File: src/rtl/stream_pkg.sv
// Shared stream definitions: packer state encoding and default beat geometry
// used by the stream source, packer and verification agents.
package stream_pkg;

  localparam int DEF_DATA_W = 8;
  localparam int DEF_BEATS  = 4;

  typedef enum logic {
    COLLECT = 1'b0,
    HOLD    = 1'b1
  } pack_state_t;

  // Beat counter width; a single-beat packer still needs a 1-bit counter.
  function automatic int cnt_w(input int beats);
    return (beats > 1) ? $clog2(beats) : 1;
  endfunction

endpackage

File: src/rtl/stream_out_reg.sv
// Valid/ready output holding register for packed words: loads on a word close,
// holds while the consumer stalls, drops m_valid once the word is taken.
module stream_out_reg #(
  parameter int DATA_W = 8,
  parameter int BEATS  = 4
) (
  input  logic                      clk,
  input  logic                      rst_n,
  input  logic                      load,
  input  logic [DATA_W*BEATS-1:0]   load_data,
  input  logic [BEATS-1:0]          load_keep,
  input  logic                      load_last,
  input  logic                      m_ready,
  output logic                      m_valid,
  output logic [DATA_W*BEATS-1:0]   m_data,
  output logic [BEATS-1:0]          m_keep,
  output logic                      m_last
);

  // A load only happens while the slot is empty or being drained, so it
  // never overwrites an unconsumed word.
  always_ff @(posedge clk or negedge rst_n) begin
    if (!rst_n) begin
      m_valid <= 1'b0;
      m_data  <= '0;
      m_keep  <= '0;
      m_last  <= 1'b0;
    end else if (load) begin
      m_valid <= 1'b1;
      m_data  <= load_data;
      m_keep  <= load_keep;
      m_last  <= load_last;
    end else if (m_ready) begin
      m_valid <= 1'b0;
    end
  end

endmodule

File: src/rtl/stream_beat_packer.sv
// Packs BEATS narrow valid/ready beats into one wide word, closing early on
// s_last and flagging populated byte lanes in m_keep.
module stream_beat_packer
  import stream_pkg::*;
#(
  parameter int DATA_W = DEF_DATA_W,
  parameter int BEATS  = DEF_BEATS
) (
  input  logic                      clk,
  input  logic                      rst_n,
  input  logic                      s_valid,
  output logic                      s_ready,
  input  logic [DATA_W-1:0]         s_data,
  input  logic                      s_last,
  output logic                      m_valid,
  input  logic                      m_ready,
  output logic [DATA_W*BEATS-1:0]   m_data,
  output logic [BEATS-1:0]          m_keep,
  output logic                      m_last
);

  localparam int OUT_W = DATA_W * BEATS;
  localparam int CW    = cnt_w(BEATS);
  localparam logic [CW-1:0] LAST_IDX = CW'(BEATS - 1);

  pack_state_t                    state_p0;
  logic [CW-1:0]                  cnt_p0;
  logic [BEATS-1:0][DATA_W-1:0]   acc_p0;
  logic [BEATS-1:0]               keep_p0;

  logic                           in_fire;
  logic                           close;
  logic [BEATS-1:0][DATA_W-1:0]   word_nxt;
  logic [BEATS-1:0]               keep_nxt;
  logic [OUT_W-1:0]               word_flat;

  // HOLD means the output slot is full, so this matches !m_valid || m_ready.
  assign s_ready = (state_p0 == COLLECT) || m_ready;
  assign in_fire = s_valid && s_ready;
  assign close   = in_fire && ((cnt_p0 == LAST_IDX) || s_last);

  always_comb begin
    word_nxt = acc_p0;
    keep_nxt = keep_p0;
    for (int k = 0; k < BEATS; k++) begin
      if (cnt_p0 == CW'(k)) begin
        word_nxt[k] = s_data;
        keep_nxt[k] = 1'b1;
      end
    end
  end

  assign word_flat = word_nxt;

  // Stage p0: beat accumulation
  always_ff @(posedge clk or negedge rst_n) begin
    if (!rst_n) begin
      cnt_p0  <= '0;
      acc_p0  <= '0;
      keep_p0 <= '0;
    end else if (close) begin
      cnt_p0  <= '0;
      acc_p0  <= '0;
      keep_p0 <= '0;
    end else if (in_fire) begin
      cnt_p0  <= cnt_p0 + CW'(1);
      acc_p0  <= word_nxt;
      keep_p0 <= keep_nxt;
    end
  end

  always_ff @(posedge clk or negedge rst_n) begin
    if (!rst_n) begin
      state_p0 <= COLLECT;
    end else begin
      case (state_p0)
        COLLECT: if (close) state_p0 <= HOLD;
        HOLD:    if (m_ready && !close) state_p0 <= COLLECT;
        default: state_p0 <= COLLECT;
      endcase
    end
  end

  // Stage p1: output holding register
  stream_out_reg #(
    .DATA_W (DATA_W),
    .BEATS  (BEATS)
  ) u_out_reg (
    .clk       (clk),
    .rst_n     (rst_n),
    .load      (close),
    .load_data (word_flat),
    .load_keep (keep_nxt),
    .load_last (s_last),
    .m_ready   (m_ready),
    .m_valid   (m_valid),
    .m_data    (m_data),
    .m_keep    (m_keep),
    .m_last    (m_last)
  );

endmodule
File: config.mk
export PLATFORM = sky130hd
export DESIGN_NAME = stream_beat_packer
export DESIGN_NICKNAME = d
export VERILOG_FILES = /design/src/rtl/stream_pkg.sv /design/src/rtl/stream_out_reg.sv /design/src/rtl/stream_beat_packer.sv
export SDC_FILE = /design/constraint.sdc
export NUM_CORES = 1
export LEC_CHECK = 0
export CORE_ASPECT_RATIO = 0.9
export CORE_UTILIZATION = 53
export DETAILED_ROUTE_END_ITERATION = 10
export PLACE_DENSITY = 0.79
export RECOVER_POWER = 25
export SKIP_CTS_REPAIR_TIMING = 1
export SYNTH_ARGS = -nofsm -noshare
export SYNTH_HDL_FRONTEND = slang
export SYNTH_SLANG_ARGS = --single-unit
File: constraint.sdc
create_clock -name clk -period 2.35 [get_ports clk]
set_clock_uncertainty 0.15 [all_clocks]
set_input_delay 0.3525 -clock clk [delete_from_list [all_inputs] [get_ports clk]]
set_output_delay 0.3525 -clock clk [all_outputs]
set_load 0.02 [all_outputs]
Yosys cells after proc, flatten, opt, wreduce, memory -nomap -nowiden
Cells that the tools add are included.
- bitwise operators: 1
- $add $sub $neg: 1
- muxes and demuxes: 19
- equality and inequality tests: 3
- reductions and logical operators: 9
- operators by type and width (cell ; number):
    32-bit 2-to-1 mux ; 2
    8-bit 2-to-1 mux ; 4
    1-bit 2-to-1 mux ; 8
    4-bit 2-to-1 mux ; 2
    2-bit equality test (second input constant) ; 2
    2-bit 2-to-1 mux ; 2
    2-bit nonzero test ; 2
    1-bit logical AND ; 3
    2-bit by 1-bit adder with 2-bit output (second input constant) ; 1
    2-bit by 1-bit equality test with 1-bit output (second input constant) ; 1
    2-bit zero test ; 1
    1-bit logical OR ; 2
    1-bit case mux with 2 select lines ; 1
    1-bit zero test ; 1
    1-bit NOT ; 1
- logic and storage cells: 44
- input bits: 13
- register bits: 77

Depth between registers and ports, before layout
Gate-level depths: netlist (run 1).
- depth after elaboration: 8
- mapped depth: 7

Cells and area by module
Synthesis (run 1) repeated with hierarchy kept, for this count alone.
- cells, all modules: 280
- area, all modules: 3562.2 sq um
- by module, submodules not included (module ; area an instance (sq um) ; times used ; sequential area each (sq um) ; cells an instance):
    stream_beat_packer ; 2073.2 ; 1 ; 975.9 ; 199
    stream_out_reg ; 1488.9 ; 1 ; 950.9 ; 81

Least setup slack after synthesis (run 1)
No wires, ideal clock.
- path kind: flip-flop to flip-flop
- from: reg cnt_p0[0]
- to: reg u_out_reg.m_data[10]
- clock period less this slack: 1.747 ns
- arrival time: 1.474 ns
- path buffers: 3
- stages on the path, launching flop included: 8
- setup slack: 0.603 ns
- library setup time: 0.124 ns
- cells stage by stage: dfrtp_1 ha_1 or2_1 buf_2 buf_4 buf_2 a31oi_1 a21oi_2
- word-level cells in the longest chain between the ends: 3
- elaborated cells between the ends (all ways): 5
- classes of those cells: 2 x eq/ne; 1 x mux; 2 x reduce/logical
- RTL lines (element ; line ; source):
    from (decl) ; stream_beat_packer.sv:27 ; logic [CW-1:0] cnt_p0;
    from (signal assigned) ; stream_beat_packer.sv:66 ; cnt_p0 <= cnt_p0 + CW'(1);
    2-bit equality test ; stream_beat_packer.sv:40 ; assign close = in_fire && ((cnt_p0 == LAST_IDX) || s_last);
    1-bit logical OR ; stream_beat_packer.sv:40 ;
    1-bit logical AND ; stream_beat_packer.sv:40 ;
    to (signal assigned) ; stream_out_reg.sv:30 ; m_data <= load_data;
    to (decl) ; stream_out_reg.sv:15 ; output logic [DATA_W*BEATS-1:0] m_data,
Several ways; a longest one is shown, not always the timed one.
A chain may end at the register's enable or synchronous reset.

Worst setup path in the final report (run 1)
- from: in m_ready
- to: out s_ready
- word-level cells in the longest chain between the ends: 1
- RTL lines (element ; line ; source):
    from (decl) ; stream_beat_packer.sv:16 ; input logic m_ready,
    1-bit logical OR ; stream_beat_packer.sv:38 ; assign s_ready = (state_p0 == COLLECT) || m_ready;
    to (decl) ; stream_beat_packer.sv:12 ; output logic s_ready,
No other way between the ends.

==> results of run 1 <==
[layer usage]
| metal | vias to the layer above | wire length [um] | GRT usage (%) |
|---|---|---|---|
| li1 | 1156 | - | - |
| met1 | 1239 | 3532 | 35.13 |
| met2 | 90 | 3625 | 38.97 |
| met3 | 7 | 502 | 6.730 |
| met4 | 0 | 67 | 5.667 |
| met5 | - | 0 | 0 |
[cell families (layout without fill, tap and decap cells)]
group	Yosys count	in the layout
AO/OA/AOI/OAI	105	105
AND/OR/NAND/NOR	29	29
flip-flops	77	77
multiplexers	33	33
buffers and inverters	30	86
adder cells (fa/ha/maj)	4	4
[state kept, by name, summed over array words and instances, names as in the netlist]
register           cells
u_out_reg.m_data      32
keep_p0                4
acc_p0                32
u_out_reg.m_keep       4
u_out_reg.m_last       1
state_p0               1
u_out_reg.m_valid      1
cnt_p0                 2
[final cells by class]
cell class	instances	area, um2	area share [%]
Clock inverter	7	100.1	2.345
Timing Repair Buffer	67	678.2	15.89
Tap cell	87	108.9	2.550
Inverter	3	11.26	0.2638
Multi-Input combinational cell	171	1320	30.92
Clock buffer	9	123.9	2.902
Sequential cell	77	1927	45.13
[power by group]
group | internal, uW | switching, uW
Combinational | 673 | 756
Clock | 600 | 513
Sequential | 1600 | 159
Total | 2870 | 1430
[worst max-delay path by stage]
stage | startpoint | to | slack (ps) | depth (start not counted)
after floorplan | cnt_p0[0] | u_out_reg.m_data[10] | 600 | 7
after global placement | m_ready | u_out_reg.m_data[13] | 240 | 6
after detailed placement | s_last | u_out_reg.m_last | 200 | 5
after CTS | m_ready | s_ready | 250 | 3
after global routing | cnt_p0[0] | u_out_reg.m_last | 220 | 5
final | m_ready | s_ready | 260 | 3
[critical path, stage by stage]
cell,delay [ps]
clkdlybuf4s50_1,470
nand2b_2,150
clkdlybuf4s50_1,610
[synth_stat cells]
cell / n / share of area, %
or2_1: 1 / 0.18
dfrtp_1: 77 / 57
and3_4: 1 / 0.33
a21oi_2: 20 / 5.1
nand2b_1: 1 / 0.18
o21ai_0: 2 / 0.29
nand2_1: 1 / 0.11
buf_1: 1 / 0.11
a22o_1: 25 / 6.4
ha_1: 4 / 1.5
buf_2: 14 / 2.1
inv_1: 3 / 0.33
buf_4: 2 / 0.44
a21oi_1: 16 / 2.4
mux2i_1: 33 / 9.7
nand4_1: 1 / 0.18
nand3_1: 2 / 0.29
nor2_1: 8 / 0.88
and2_1: 10 / 1.8
buf_6: 3 / 0.99
a31oi_1: 38 / 7.0
and4_1: 3 / 0.77
clkbuf_1: 7 / 0.77
o211ai_2: 3 / 1.1
a211oi_1: 1 / 0.22
nor3b_1: 1 / 0.22
[per-stage QoR]
step | util (%) | setup slack [ps] | std cells
detailed placement | 65.67 | 197.3 | 404
global route | 69.43 | 218.5 | 421
finish | 69.43 | 262.7 | 421
floorplan | - | 602.7 | 278
CTS | 69.31 | 247.0 | 420
global placement | 65.67 | 238.0 | 404
==> load_flow_metrics.sql, run 1 <==
INSERT INTO impl_metrics (metric_group, metric, value, unit) VALUES
('synthesis', 'syn_area', '3405', 'um2'),
('power_and_ir_drop', 'power.total', '4300', 'uW'),
('global_route', 'grt_first_pass_wirelength', '12720', 'um'),
('route', 'final_antenna_net_count', '0', ''),
('placed_design', 'placement.io_buffers', '51', ''),
('global_route', 'grt_start_max_net_pins', '52', ''),
('worst_hold_path', 'min_delay_path_depth', '1', ''),
('timing', 'fmax', '479.1', 'MHz'),
('die', 'floorplan.core_area', '6148', 'um2'),
('clock_tree', 'clock_sink_count', '77', ''),
('synthesis', 'synth-xor-area-share', '0', '%'),
('synthesis', 'combinational_family_with_the_most_area_after_synthesis', 'compound AO/OA/AOI/OAI gates', ''),
('clock_tree', 'number_of_buffers_inserted_during_clock_tree_synthesis', '9', ''),
('synthesis', 'post_synth_fa_ha_maj_area_fraction', '1.470', '%'),
('synthesis', 'synth.net_count', '295', ''),
('die', 'die_x', '86.48', 'um'),
('synthesis', 'syn_avg_cell_area', '12.25', 'um2'),
('final_layout', 'num-nets-final', '346', ''),
('power_and_ir_drop', 'p_leak', '0.001819', 'uW'),
('die', 'pin_count', '52', ''),
('die', 'vertical_extent_of_the_die', '78.04', 'um'),
('placed_design', 'dpl.hpwl', '5025', 'um'),
('final_layout', 'final_design_area_no_fill', '4269', 'um2'),
('final_layout', 'final_cell_mix', 'dfrtp_1 (77), clkdlybuf4s50_1 (50), a31oi_1 (38), mux2i_1 (33), a22o_1 (25)', ''),
('placed_design', 'gp_routability_congestion', '0.8052', ''),
('clock_tree', 'insertion_delay', '360', 'ps'),
('synthesis', 'yosys.area_share.simple', '4.998', '%'),
('timing', 'fin_crit_sh', '88.82', '%'),
('global_route', 'initial_antenna_violation_count', '0', ''),
('timing', 'setup-tns-final', '0', 'ps'),
('worst_setup_path', 'reg2reg_to', 'acc_p0[4]', ''),
('die', 'floorplan.initialDensity', '55.37', '%'),
('worst_setup_path', 'setup.worst_path.end_class', 'output pin', ''),
('route', 'viasPerCell', '5.919', ''),
('die', 'rows', '27', ''),
('clock_tree', 'clockRootBuffer', 'clkbuf_8', ''),
('worst_setup_path', 'reg2reg_from', 'cnt_p0[0]', ''),
('worst_hold_path', 'hold_class', 'reg -> reg', ''),
('worst_setup_path', 'worst-r2r-cell-count', '5', ''),
('route', 'num_vias', '2492', ''),
('timing', 'final_hold_vio_count', '0', ''),
('worst_hold_path', 'hold-path-endpoint', 'keep_p0[3]', ''),
('timing', 'timing.final.setup_violations', '0', ''),
('synthesis', 'synth_sequential_area_ratio', '56.60', '%'),
('timing', 'whs', '348.6', 'ps'),
('global_route', 'global_route.usage.total', '24.97', '%'),
('clock_tree', 'cts-htree-levels', '3', ''),
('power_and_ir_drop', 'powerDensity', '1007', 'nW/um2'),
('worst_setup_path', 'setup.worst_path.start_class', 'input pin', ''),
('status', 'run_status', 'finished clean', ''),
('clock_tree', 'cts.reportedPaths.clkPinSlew', '80', 'ps'),
('run', 'maxCapViolations', '0', ''),
('final_layout', 'filler_cell_count', '476', ''),
('final_layout', 'share_of_cells_above_drive_strength_1', '17.07', '%'),
('die', 'die-area', '6748', 'um2'),
('global_route', 'number_of_global_route_vias_before_repair', '2415', ''),
('final_layout', 'most_common_cell_after_layout_fill_and_taps_aside', 'dfrtp_1', ''),
('power_and_ir_drop', 'max-vdd-ir-drop', '0.6458', 'mV'),
('route', 'first_pass_iters', '4', ''),
('clock_tree', 'tritoncts', 'yes', ''),
('worst_setup_path', 'reg2reg_setup_slack', '370', 'ps'),
('clock_tree', 'clockBufferDepth', '2', ''),
('timing', 'maxSlewHeadroom', '23.71', '%'),
('route', 'post_detailed_routing_wire_length', '7728', 'um'),
('route', 'detail_route.iter0.violations', '121', ''),
('route', 'route.detailed.wl_per_inst', '18.36', 'um'),
('synthesis', 'synth.mux.area_fraction', '9.702', '%'),
('final_layout', 'n_antenna_cell', '0', ''),
('worst_setup_path', 'critical_path_peak_fanout', '2', ''),
('worst_hold_path', 'holdCritStartpoint', 'keep_p0[3]', ''),
('worst_setup_path', 'timing.setup.critical_path_class', 'in -> out', '');
Note: power is estimated with default switching activity, not from simulation.
==> run 2, diff against run 1 <==
--- a/config.mk
+++ b/config.mk
@@ -6,9 +6,9 @@
 export NUM_CORES = 1
 export LEC_CHECK = 0
 export CORE_ASPECT_RATIO = 0.9
-export CORE_UTILIZATION = 53
+export CORE_UTILIZATION = 48
 export DETAILED_ROUTE_END_ITERATION = 10
-export PLACE_DENSITY = 0.79
+export PLACE_DENSITY = 0.75
 export RECOVER_POWER = 25
 export SKIP_CTS_REPAIR_TIMING = 1
 export SYNTH_ARGS = -nofsm -noshare
==> constraint.sdc (replaced) <==
create_clock -name clk -period 1.81 [get_ports clk]
set_clock_uncertainty 0.15 [all_clocks]
set_input_delay 0.2715 -clock clk [delete_from_list [all_inputs] [get_ports clk]]
set_output_delay 0.2715 -clock clk [all_outputs]
set_load 0.02 [all_outputs]
==> run 2 against run 1 <==
Total power is 28% higher; non-clock buffer count is 15 higher; routed wire length down 0.57%; clock-buffer cell count increased by 3; final area increased by 3.2%; global-route usage fell by 3.4 points; combinational power grew 36%; largest cell class unchanged.
==> load_flow_metrics.sql, run 2 (synthesis results as in run 1) <==
INSERT INTO impl_metrics (metric_group, metric, value, unit) VALUES
('final_layout', 'areaGrowthSynthToFinish', '29.44', '%'),
('final_layout', 'share_of_cells_above_drive_strength_1', '21.14', '%'),
('route', 'route.detailed.wl_per_inst', '17.46', 'um'),
('global_route', 'number_of_global_route_vias_before_repair', '2310', ''),
('power_and_ir_drop', 'max-vdd-ir-drop', '0.6168', 'mV'),
('timing', 'maxSlewHeadroom', '46.52', '%'),
('die', 'rows', '28', ''),
('worst_setup_path', 'critPathRequiredTime', '1390', 'ps'),
('global_route', 'grt_first_pass_wirelength', '11940', 'um'),
('worst_setup_path', 'arrival', '1330', 'ps'),
('clock_tree', 'clockRootBuffer', 'clkbuf_8', ''),
('timing', 'unrepaired_setup_endpoints_after_global_routing', 'false', ''),
('final_layout', 'num-nets-final', '362', ''),
('run', 'maxCapViolations', '0', ''),
('worst_setup_path', 'cp.buffers_inverters', '1', ''),
('worst_setup_path', 'timing.setup.critical_path_class', 'reg -> out', ''),
('die', 'vertical_extent_of_the_die', '81.90', 'um'),
('worst_setup_path', 'cpPeakStageDelay', '620', 'ps'),
('clock_tree', 'cts-htree-levels', '3', ''),
('power_and_ir_drop', 'power.total', '5487', 'uW'),
('route', 'first_pass_iters', '4', ''),
('clock_tree', 'tritoncts', 'yes', ''),
('clock_tree', 'clock_sink_count', '77', ''),
('route', 'post_detailed_routing_wire_length', '7684', 'um'),
('final_layout', 'area_of_the_multi_input_gates', '1371', 'um2'),
('placed_design', 'placement.io_buffers', '51', ''),
('timing', 'worstMarginPinSlew', '802.2', 'ps'),
('final_layout', 'register_area', '1927', 'um2'),
('worst_setup_path', 'critical_path_peak_fanout', '2', ''),
('die', 'die-area', '7434', 'um2'),
('final_layout', 'top_regs', 'acc_p0: 32 flops, u_out_reg.m_data: 32 flops', ''),
('route', 'viasPerCell', '5.743', ''),
('global_route', 'grt_start_max_net_pins', '39', ''),
('global_route', 'global_route.usage.total', '21.52', '%'),
('timing', 'timing.final.setup_violations', '0', ''),
('route', 'post-route-drc-count', '0', ''),
('final_layout', 'most_common_cell_after_layout_fill_and_taps_aside', 'dfrtp_1', ''),
('final_layout', 'n_antenna_cell', '0', ''),
('die', 'pin_count', '52', ''),
('clock_tree', 'number_of_buffers_inserted_during_clock_tree_synthesis', '9', ''),
('worst_setup_path', 'reg2reg_to', 'u_out_reg.m_data[24]', ''),
('timing', 'setup_ws', '54.55', 'ps'),
('die', 'floorplan.initialDensity', '50.61', '%'),
('status', 'run_status', 'finished clean', ''),
('worst_setup_path', 'worst-r2r-cell-count', '6', ''),
('worst_setup_path', 'reg2reg_from', 'cnt_p0[1]', ''),
('timing', 'drv_slew', '0', ''),
('route', 'detail_route.iter0.violations', '183', ''),
('worst_setup_path', 'setup.worst_path.end_class', 'output pin', ''),
('worst_setup_path', 'timing.critical_path.max_delay_family', 'buffers and inverters', ''),
('clock_tree', 'insertion_delay', '340', 'ps'),
('power_and_ir_drop', 'powerDensity', '1245', 'nW/um2'),
('timing', 'fin_crit_sh', '96.99', '%'),
('global_route', 'initial_antenna_violation_count', '0', ''),
('placed_design', 'dpl.hpwl', '5079', 'um'),
('worst_setup_path', 'reg2reg_setup_slack', '60', 'ps'),
('worst_setup_path', 'critPathSlowestCell', 'clkdlybuf4s50_1', ''),
('timing', 'min_period', '1755', 'ps'),
('timing', 'fmax', '569.7', 'MHz'),
('global_route', 'gr-total-overflow', '0', ''),
('clock_tree', 'cts.reportedPaths.clkPinSlew', '70', 'ps'),
('worst_setup_path', 'cp_cell_sequence', 'clkdlybuf4s50_1', ''),
('die', 'die_x', '90.78', 'um'),
('route', 'final_antenna_net_count', '0', ''),
('worst_setup_path', 'setup.worst_path.start_class', 'flip-flop', ''),
('final_layout', 'final_cell_mix', 'dfrtp_1 (77), clkdlybuf4s50_1 (49), a31oi_1 (38), mux2i_1 (33)', ''),
('route', 'num_vias', '2527', ''),
('die', 'floorplan.core_area', '6726', 'um2'),
('clock_tree', 'clockBufferDepth', '2', ''),
('timing', 'final_hold_vio_count', '0', ''),
('placed_design', 'post-place-ws', '-223.1', 'ps'),
('worst_hold_path', 'hold_class', 'in -> async', ''),
('final_layout', 'filler_cell_count', '531', ''),
('power_and_ir_drop', 'p_leak', '0.001888', 'uW'),
('placed_design', 'gp_routability_congestion', '0.8305', '');
==> run 2: power breakdown <==
group / switching (uW) / total, uW / leakage (uW) / internal (uW)
logic: 1000 / 1940 / 0.000821 / 940
registers: 205 / 2280 / 0.000970 / 2080
clock network: 592 / 1260 / 0.0000964 / 671
total: 1800 / 5490 / 0.00189 / 3690
==> run 2: how the worst max path moves through the flow <==
| stage | startpoint | endpoint | slack [ps] | depth (start not counted) |
|---|---|---|---|---|
| 5_1_grt | cnt_p0[1] | acc_p0[20] | 4 | 5 |
| 3_3_place_gp | m_ready | u_out_reg.m_keep[2] | -160 | 5 |
| 2_1_floorplan | cnt_p0[0] | u_out_reg.m_data[10] | 60 | 7 |
| 3_5_place_dp | m_ready | u_out_reg.m_data[29] | -220 | 5 |
| 4_1_cts | m_ready | s_ready | -120 | 3 |
| 6_report | u_out_reg.m_keep[0] | m_keep[0] | 50 | 1 |
==> run 2: area by class of cell <==
cell class / count / area share, %
flip-flops and latches: 77 / 43.73
multi-input cells: 172 / 31.12
clock inverters: 4 / 1.079
repair buffers: 82 / 17.97
well taps: 90 / 2.555
inverters: 3 / 0.2555
clock buffers: 12 / 3.294
==> run 2: per-stage QoR <==
stage / setup TNS [ps] / instance area [um2] / cells / hold WS (ps) / util [%]
after floorplan: 0 / 3405 / 278 / -174.1 / -
after global placement: -7986 / 4139 / 420 / 18.73 / 61.53
after detailed placement: -9761 / 4139 / 420 / 22.66 / 61.53
after CTS: -1582 / 4332 / 436 / -354.3 / 64.40
after global routing: 0 / 4407 / 440 / 197.7 / 65.51
final: 0 / 4407 / 440 / 189.5 / 65.51
==> run 2: routing by layer <==
layer,global-route usage (%),up-vias,wire length [um]
met3,6.667,8,609
met4,6.667,0,70
met5,0,-,0
met1,29.58,1263,3414
li1,-,1176,-
met2,33.03,80,3590
